## config.mk

```make
export PLATFORM = sky130hd
export DESIGN_NAME = fp_mul32
export DESIGN_NICKNAME = d
export VERILOG_FILES = /design/src/rtl/fp32_pkg.sv /design/src/rtl/fp32_unpack.sv /design/src/rtl/fp_mul32.sv
export SDC_FILE = /design/constraint.sdc
export NUM_CORES = 2
export LEC_CHECK = 0
export CAP_MARGIN = 20
export CORE_UTILIZATION = 60
export DETAILED_ROUTE_END_ITERATION = 16
export HOLD_SLACK_MARGIN = 0.02
export PLACE_DENSITY_LB_ADDON = 0.2
export REMOVE_ABC_BUFFERS = 1
export SLEW_MARGIN = 20
export SYNTH_ARGS = -nofsm -noshare
export SYNTH_HDL_FRONTEND = slang
export SYNTH_SLANG_ARGS = --single-unit
```

## constraint.sdc

```tcl
create_clock -name clk -period 24.6 [get_ports clk]
set_clock_uncertainty 0.2 [all_clocks]
set_input_delay 3.69 -clock clk [delete_from_list [all_inputs] [get_ports clk]]
set_output_delay 3.69 -clock clk [all_outputs]
set_load 0.02 [all_outputs]
```

## src/rtl/fp32_pkg.sv

```systemverilog
// Shared IEEE-754 single-precision constants, field widths and operand
// classification used by the fp32 arithmetic blocks.
package fp32_pkg;

  localparam int EXP_W     = 8;
  localparam int MAN_W     = 23;
  localparam int FP32_BIAS = 127;

  localparam logic [31:0] FP32_QNAN    = 32'h7FC0_0000;
  localparam logic [31:0] FP32_POS_INF = 32'h7F80_0000;
  localparam logic [31:0] FP32_HALF    = 32'h3F00_0000;
  localparam logic [31:0] FP32_ONE     = 32'h3F80_0000;

  typedef enum logic [2:0] {
    CLS_ZERO   = 3'd0,
    CLS_DENORM = 3'd1,
    CLS_NORMAL = 3'd2,
    CLS_INF    = 3'd3,
    CLS_NAN    = 3'd4
  } fp_class_e;

endpackage

```

## src/rtl/fp32_unpack.sv

```systemverilog
// Splits a single-precision operand into sign / exponent / mantissa with the
// hidden bit restored and reports its class. Denormals are flushed: they are
// flagged as zero and their mantissa is forced to 0.
//   data    : raw IEEE-754 single
//   sign    : sign bit
//   expo    : biased exponent field
//   man     : 24-bit significand, hidden 1 included (0 unless normal)
//   is_zero : zero or denormal
//   is_inf  : +/- infinity
//   is_nan  : any NaN
module fp32_unpack
  import fp32_pkg::*;
(
  input  logic [31:0]      data,
  output logic             sign,
  output logic [EXP_W-1:0] expo,
  output logic [MAN_W:0]   man,
  output logic             is_zero,
  output logic             is_inf,
  output logic             is_nan
);

  logic [MAN_W-1:0] frac;
  fp_class_e        cls;

  assign sign = data[31];
  assign expo = data[30:23];
  assign frac = data[22:0];

  always_comb begin
    cls = CLS_NORMAL;
    if (expo == '0)      cls = (frac == '0) ? CLS_ZERO : CLS_DENORM;
    else if (expo == '1) cls = (frac == '0) ? CLS_INF  : CLS_NAN;
  end

  assign man     = (cls == CLS_NORMAL) ? {1'b1, frac} : '0;
  assign is_zero = (cls == CLS_ZERO) || (cls == CLS_DENORM);
  assign is_inf  = (cls == CLS_INF);
  assign is_nan  = (cls == CLS_NAN);

endmodule

```

## src/rtl/fp_mul32.sv

```systemverilog
// Three-stage pipelined single-precision multiplier, result = dataa * datab.
// Round to nearest even, denormals flushed to zero, canonical qNaN output.
//   clk    : rising-edge clock
//   rst    : synchronous active-high reset, clears every stage (beats clk_en)
//   clk_en : pipeline advance; all stages hold when low
//   dataa  : operand A
//   datab  : operand B
//   result : product, valid on the 3rd enabled edge after operands sampled
module fp_mul32
  import fp32_pkg::*;
#(
  parameter int FLT_WIDTH = 32,
  parameter int LATENCY   = 3
) (
  input  logic                 clk,
  input  logic                 rst,
  input  logic                 clk_en,
  input  logic [FLT_WIDTH-1:0] dataa,
  input  logic [FLT_WIDTH-1:0] datab,
  output logic [FLT_WIDTH-1:0] result
);

  if (FLT_WIDTH != 32 || LATENCY != 3) begin : g_bad_param
    $error("fp_mul32 supports only FLT_WIDTH=32, LATENCY=3");
  end

  // ---------------- stage 1: unpack, classify, multiply ----------------
  logic             sa, sb;
  logic [EXP_W-1:0] ea, eb;
  logic [MAN_W:0]   ma, mb;
  logic             za, zb, ia, ib, na, nb;

  fp32_unpack u_unpack_a (.data(dataa), .sign(sa), .expo(ea), .man(ma),
                          .is_zero(za), .is_inf(ia), .is_nan(na));
  fp32_unpack u_unpack_b (.data(datab), .sign(sb), .expo(eb), .man(mb),
                          .is_zero(zb), .is_inf(ib), .is_nan(nb));

  logic               s1_sign, s1_nan, s1_inf, s1_zero;
  logic signed [9:0]  s1_exp;
  logic [47:0]        s1_prod;

  always_ff @(posedge clk) begin
    if (rst) begin
      s1_sign <= 1'b0; s1_nan <= 1'b0; s1_inf <= 1'b0; s1_zero <= 1'b0;
      s1_exp  <= '0;   s1_prod <= '0;
    end else if (clk_en) begin
      s1_sign <= sa ^ sb;
      // inf * zero is invalid and folds into the NaN case
      s1_nan  <= na | nb | (ia & zb) | (ib & za);
      s1_inf  <= ia | ib;
      s1_zero <= za | zb;
      s1_exp  <= $signed({2'b00, ea}) + $signed({2'b00, eb}) - 10'(FP32_BIAS);
      s1_prod <= ma * mb;
    end
  end

  // ---------------- stage 2: normalize, guard/sticky ----------------
  logic               s2_sign, s2_nan, s2_inf, s2_zero;
  logic signed [9:0]  s2_exp;
  logic [23:0]        s2_man;
  logic               s2_guard, s2_sticky;

  always_ff @(posedge clk) begin
    if (rst) begin
      s2_sign <= 1'b0; s2_nan <= 1'b0; s2_inf <= 1'b0; s2_zero <= 1'b0;
      s2_exp  <= '0;   s2_man <= '0;   s2_guard <= 1'b0; s2_sticky <= 1'b0;
    end else if (clk_en) begin
      s2_sign <= s1_sign;
      s2_nan  <= s1_nan;
      s2_inf  <= s1_inf;
      s2_zero <= s1_zero;
      // product of two [1,2) significands lies in [1,4): at most one shift
      if (s1_prod[47]) begin
        s2_exp    <= s1_exp + 10'sd1;
        s2_man    <= s1_prod[47:24];
        s2_guard  <= s1_prod[23];
        s2_sticky <= |s1_prod[22:0];
      end else begin
        s2_exp    <= s1_exp;
        s2_man    <= s1_prod[46:23];
        s2_guard  <= s1_prod[22];
        s2_sticky <= |s1_prod[21:0];
      end
    end
  end

  // ---------------- stage 3: round, exceptions, pack ----------------
  logic              round_up;
  logic [24:0]       man_rnd;
  logic [23:0]       man_fin;
  logic signed [9:0] exp_fin;
  logic [31:0]       packed_res;

  always_comb begin
    round_up = s2_guard & (s2_sticky | s2_man[0]);
    man_rnd  = {1'b0, s2_man} + 25'(round_up);
    man_fin  = man_rnd[23:0];
    exp_fin  = s2_exp;
    // carry out means the significand rounded up to 2.0
    if (man_rnd[24]) begin
      man_fin = 24'h80_0000;
      exp_fin = s2_exp + 10'sd1;
    end

    packed_res = {s2_sign, exp_fin[7:0], man_fin[22:0]};
    if (s2_nan)                    packed_res = FP32_QNAN;
    else if (s2_inf)               packed_res = {s2_sign, FP32_POS_INF[30:0]};
    else if (s2_zero)              packed_res = {s2_sign, 31'd0};
    else if (exp_fin >= 10'sd255)  packed_res = {s2_sign, FP32_POS_INF[30:0]};
    else if (exp_fin <= 10'sd0)    packed_res = {s2_sign, 31'd0};
  end

  always_ff @(posedge clk) begin
    if (rst)         result <= '0;
    else if (clk_en) result <= packed_res;
  end

endmodule

```

==> impl_metrics.py <==
metrics = {
    "critical_path": {
        "cp.required_ns": 24.70,
        "cp-end-kind": "flip-flop",
        "start_kind": "primary input",
        "max_stage_delay_ns": 0.91,
        "crit_slowest_cell": "and2_1",
        "cp_max_fo": 240,
        "critPathArrivalTime_ns": 13.25,
        "crit_type": "primary input to flip-flop",
        "critPathMostFrequentCell": "fa_1",
    },
    "placement": {
        "dp_hpwl_um": 55600,
        "gp_routability_congestion": 0.970,
        "port_buffers": 98,
    },
    "cts": {
        "root_buffer": "clkbuf_16",
        "h-tree-depth": 4,
        "cts_tree": "yes",
        "postCtsHoldBufs": 0,
        "path_clk_slew_ns": 0.06,
        "cts_buffer_depth": 2,
        "post-cts-setup-buffer-count": 0,
        "numCtsBuffers": 17,
        "clock_latency_ns": 0.41,
        "cts.repair.resized": 0,
        "clock_sinks": 134,
    },
    "final_layout": {
        "layout-drive-gt1-share": 0.0375,
        "fillers": 3520,
        "final_nets": 3664,
        "area_growth_pct": 7.34,
    },
    "drt": {
        "drt_iter0_drc": 1670,
        "routed_wl_um": 73200,
        "via_count": 20800,
        "drc": 0,
        "routed_via_density": 6.00,
        "antenna_left": 0,
        "firstDrtPassIters": 8,
        "wire_per_inst_um": 21.1,
    },
    "run": {
        "maxCapViolations": 0,
    },
    "synthesis": {
        "synth_edf_count": 0,
        "synth_top_family_by_area": "adder cells",
        "ys_ff_latch": 134,
        "synth_compound_area_frac": 0.0732,
        "synth_area_leaders": "fa_1 (38%), dfxtp_1 (10%), ha_1 (9.4%)",
        "synth_top_area_share": 0.377,
        "synth_flop_cell": "dfxtp_1",
        "ys_top_cells_by_count": "inv_1 (575), fa_1 (483), nand2_1 (357)",
        "synth-seq-area-share": 0.105,
        "synthCells": 2961,
        "synth_warnings": 0,
        "syn_area_per_cell_um2": 8.67,
        "synth-xor-area-share": 0.0297,
        "synthAdderAreaFrac": 0.471,
        "synth-simple-area-share": 0.184,
        "synth_mux_area_frac": 0.0242,
        "syn-cell-area_mm2": 0.0257,
        "synthDistinctLibCells": 67,
        "synthMostInstantiatedCell": "inv_1",
        "synth_top_area_cell": "fa_1",
        "ys_async_sr_fraction": 0,
    },
    "worst_hold_path": {
        "hold_class": "flip-flop to flip-flop",
    },
    "global_routing": {
        "antenna_found_initial": 0,
        "track_usage": 0.348,
        "grt_max_degree": 241,
        "grt_overflow_total": 0,
        "grt_pass1_vias": 22100,
        "grt_pass1_wl_um": 118000,
    },
    "sta": {
        "post-route-min-period_ns": 13.15,
        "rsz0062_at_grt": "no",
        "fmax_mhz": 76.0,
        "finalHoldViolCount": 0,
        "setup_viol": 0,
        "drv_slew": 0,
        "finalCritPeriodShare": 0.535,
        "tightest_slew_ns": 1.14,
        "setup_tns_ns": 0,
        "relSlewSlack": 0.235,
    },
    "die": {
        "rows": 75,
        "core-area_mm2": 0.0420,
        "start_util": 0.611,
        "die_height_um": 209,
        "ios": 99,
        "die-area_mm2": 0.0436,
        "die_w_um": 209,
    },
    "status": {
        "status": "finished, final reports clean",
    },
}
cell usage in the layout (no fill, tap or decap), types with 4 or more instances in the layout:
master           instances
inv_1                  575
fa_1                   483
nand2_1                357
and3_1                 278
ha_1                   193
dfxtp_1                133
nor2_1                 129
clkdlybuf4s50_1         95
a21oi_1                 68
mux2i_1                 61
nand3_1                 52
o21ai_0                 52
a211oi_1                48
xor2_1                  46
xnor2_1                 41
buf_4                   41
and2_1                  36
a21o_1                  28
nand4_1                 25
nor4_1                  21
o21ai_2                 18
clkbuf_16               17
o21bai_1                13
nor3_1                   9
a31oi_1                  9
nand2b_1                 6
nor2b_1                  5
bufinv_16                5
o21a_1                   4
or3_1                    4
o211ai_1                 4
worst paths after layout:
check	from	endpoint	slack (ns)	cells after the start
worst max register to register	s2_man[0]	result[2]	20.05	12
worst max-delay path	datab[26]	s1_prod[46]	11.45	30
worst min-delay path	result[0]	result[0]	0.25	2
worst min register to register	result[0]	result[0]	0.25	2
kinds of logic after synthesis:
kind of cell / after synthesis
and+or+nand+nor: 949
xor gates and xnor gates: 87
DFF: 134
adders and majority gates: 676
muxes: 62
AOI/OAI and AO/OA: 281
buffers and inverters: 772
state kept, by name, indices dropped and copies added, names as in the netlist:
register	flops
result	32
s1_exp	10
s1_inf	1
s1_nan	1
s1_prod	48
s1_sign	1
s1_zero	1
s2_exp	10
s2_guard	1
s2_inf	1
s2_man	24
s2_nan	1
s2_sign	1
s2_sticky	1
s2_zero	1
through the flow:
| stage | std cells | instance area [µm²] | utilization | hold slack (ns) | worst slack (ns) |
|---|---|---|---|---|---|
| after detailed placement | 3441 | 26900 | 0.639 | 0.245 | 11.21 |
| final | 3476 | 27600 | 0.655 | 0.254 | 11.45 |
| after CTS | 3473 | 27500 | 0.655 | 0.253 | 11.64 |
| after floorplan | 2764 | 24900 | - | 0.239 | 1.81 |
| after global routing | 3473 | 27500 | 0.655 | 0.277 | 10.92 |
| after global placement | 3441 | 26900 | 0.639 | 0.238 | 11.41 |
layer usage:
metal | track usage | vias to the layer above | part of all wire
li1 | - | 9228 | -
met1 | 0.442 | 10200 | 0.39
met2 | 0.574 | 1195 | 0.46
met3 | 0.0836 | 252 | 0.11
met4 | 0.139 | 0 | 0.045
met5 | 0 | - | 0
worst max-delay path, delay by kind of cell:
family / cells / cell delay [ns]
fa+ha+maj: 8 / 3.78
compound gates: 7 / 2.38
simple gates: 8 / 1.91
buf+inv: 7 / 1.36
final cells by class:
class	count	area, µm²	share of cell area
clock inverter	12	199	0.00722
antenna	3	7.51	0.000272
timing repair buffer	138	1280	0.0466
sequential	134	2680	0.0974
inverter	575	2160	0.0783
multi-input combinational	2055	20100	0.729
clock buffer	20	467	0.0169
tap	539	674	0.0245
Power is left out: the tool's default activity adds up to more than one toggle a clock period on the data nets, which glitch-free logic cannot reach.
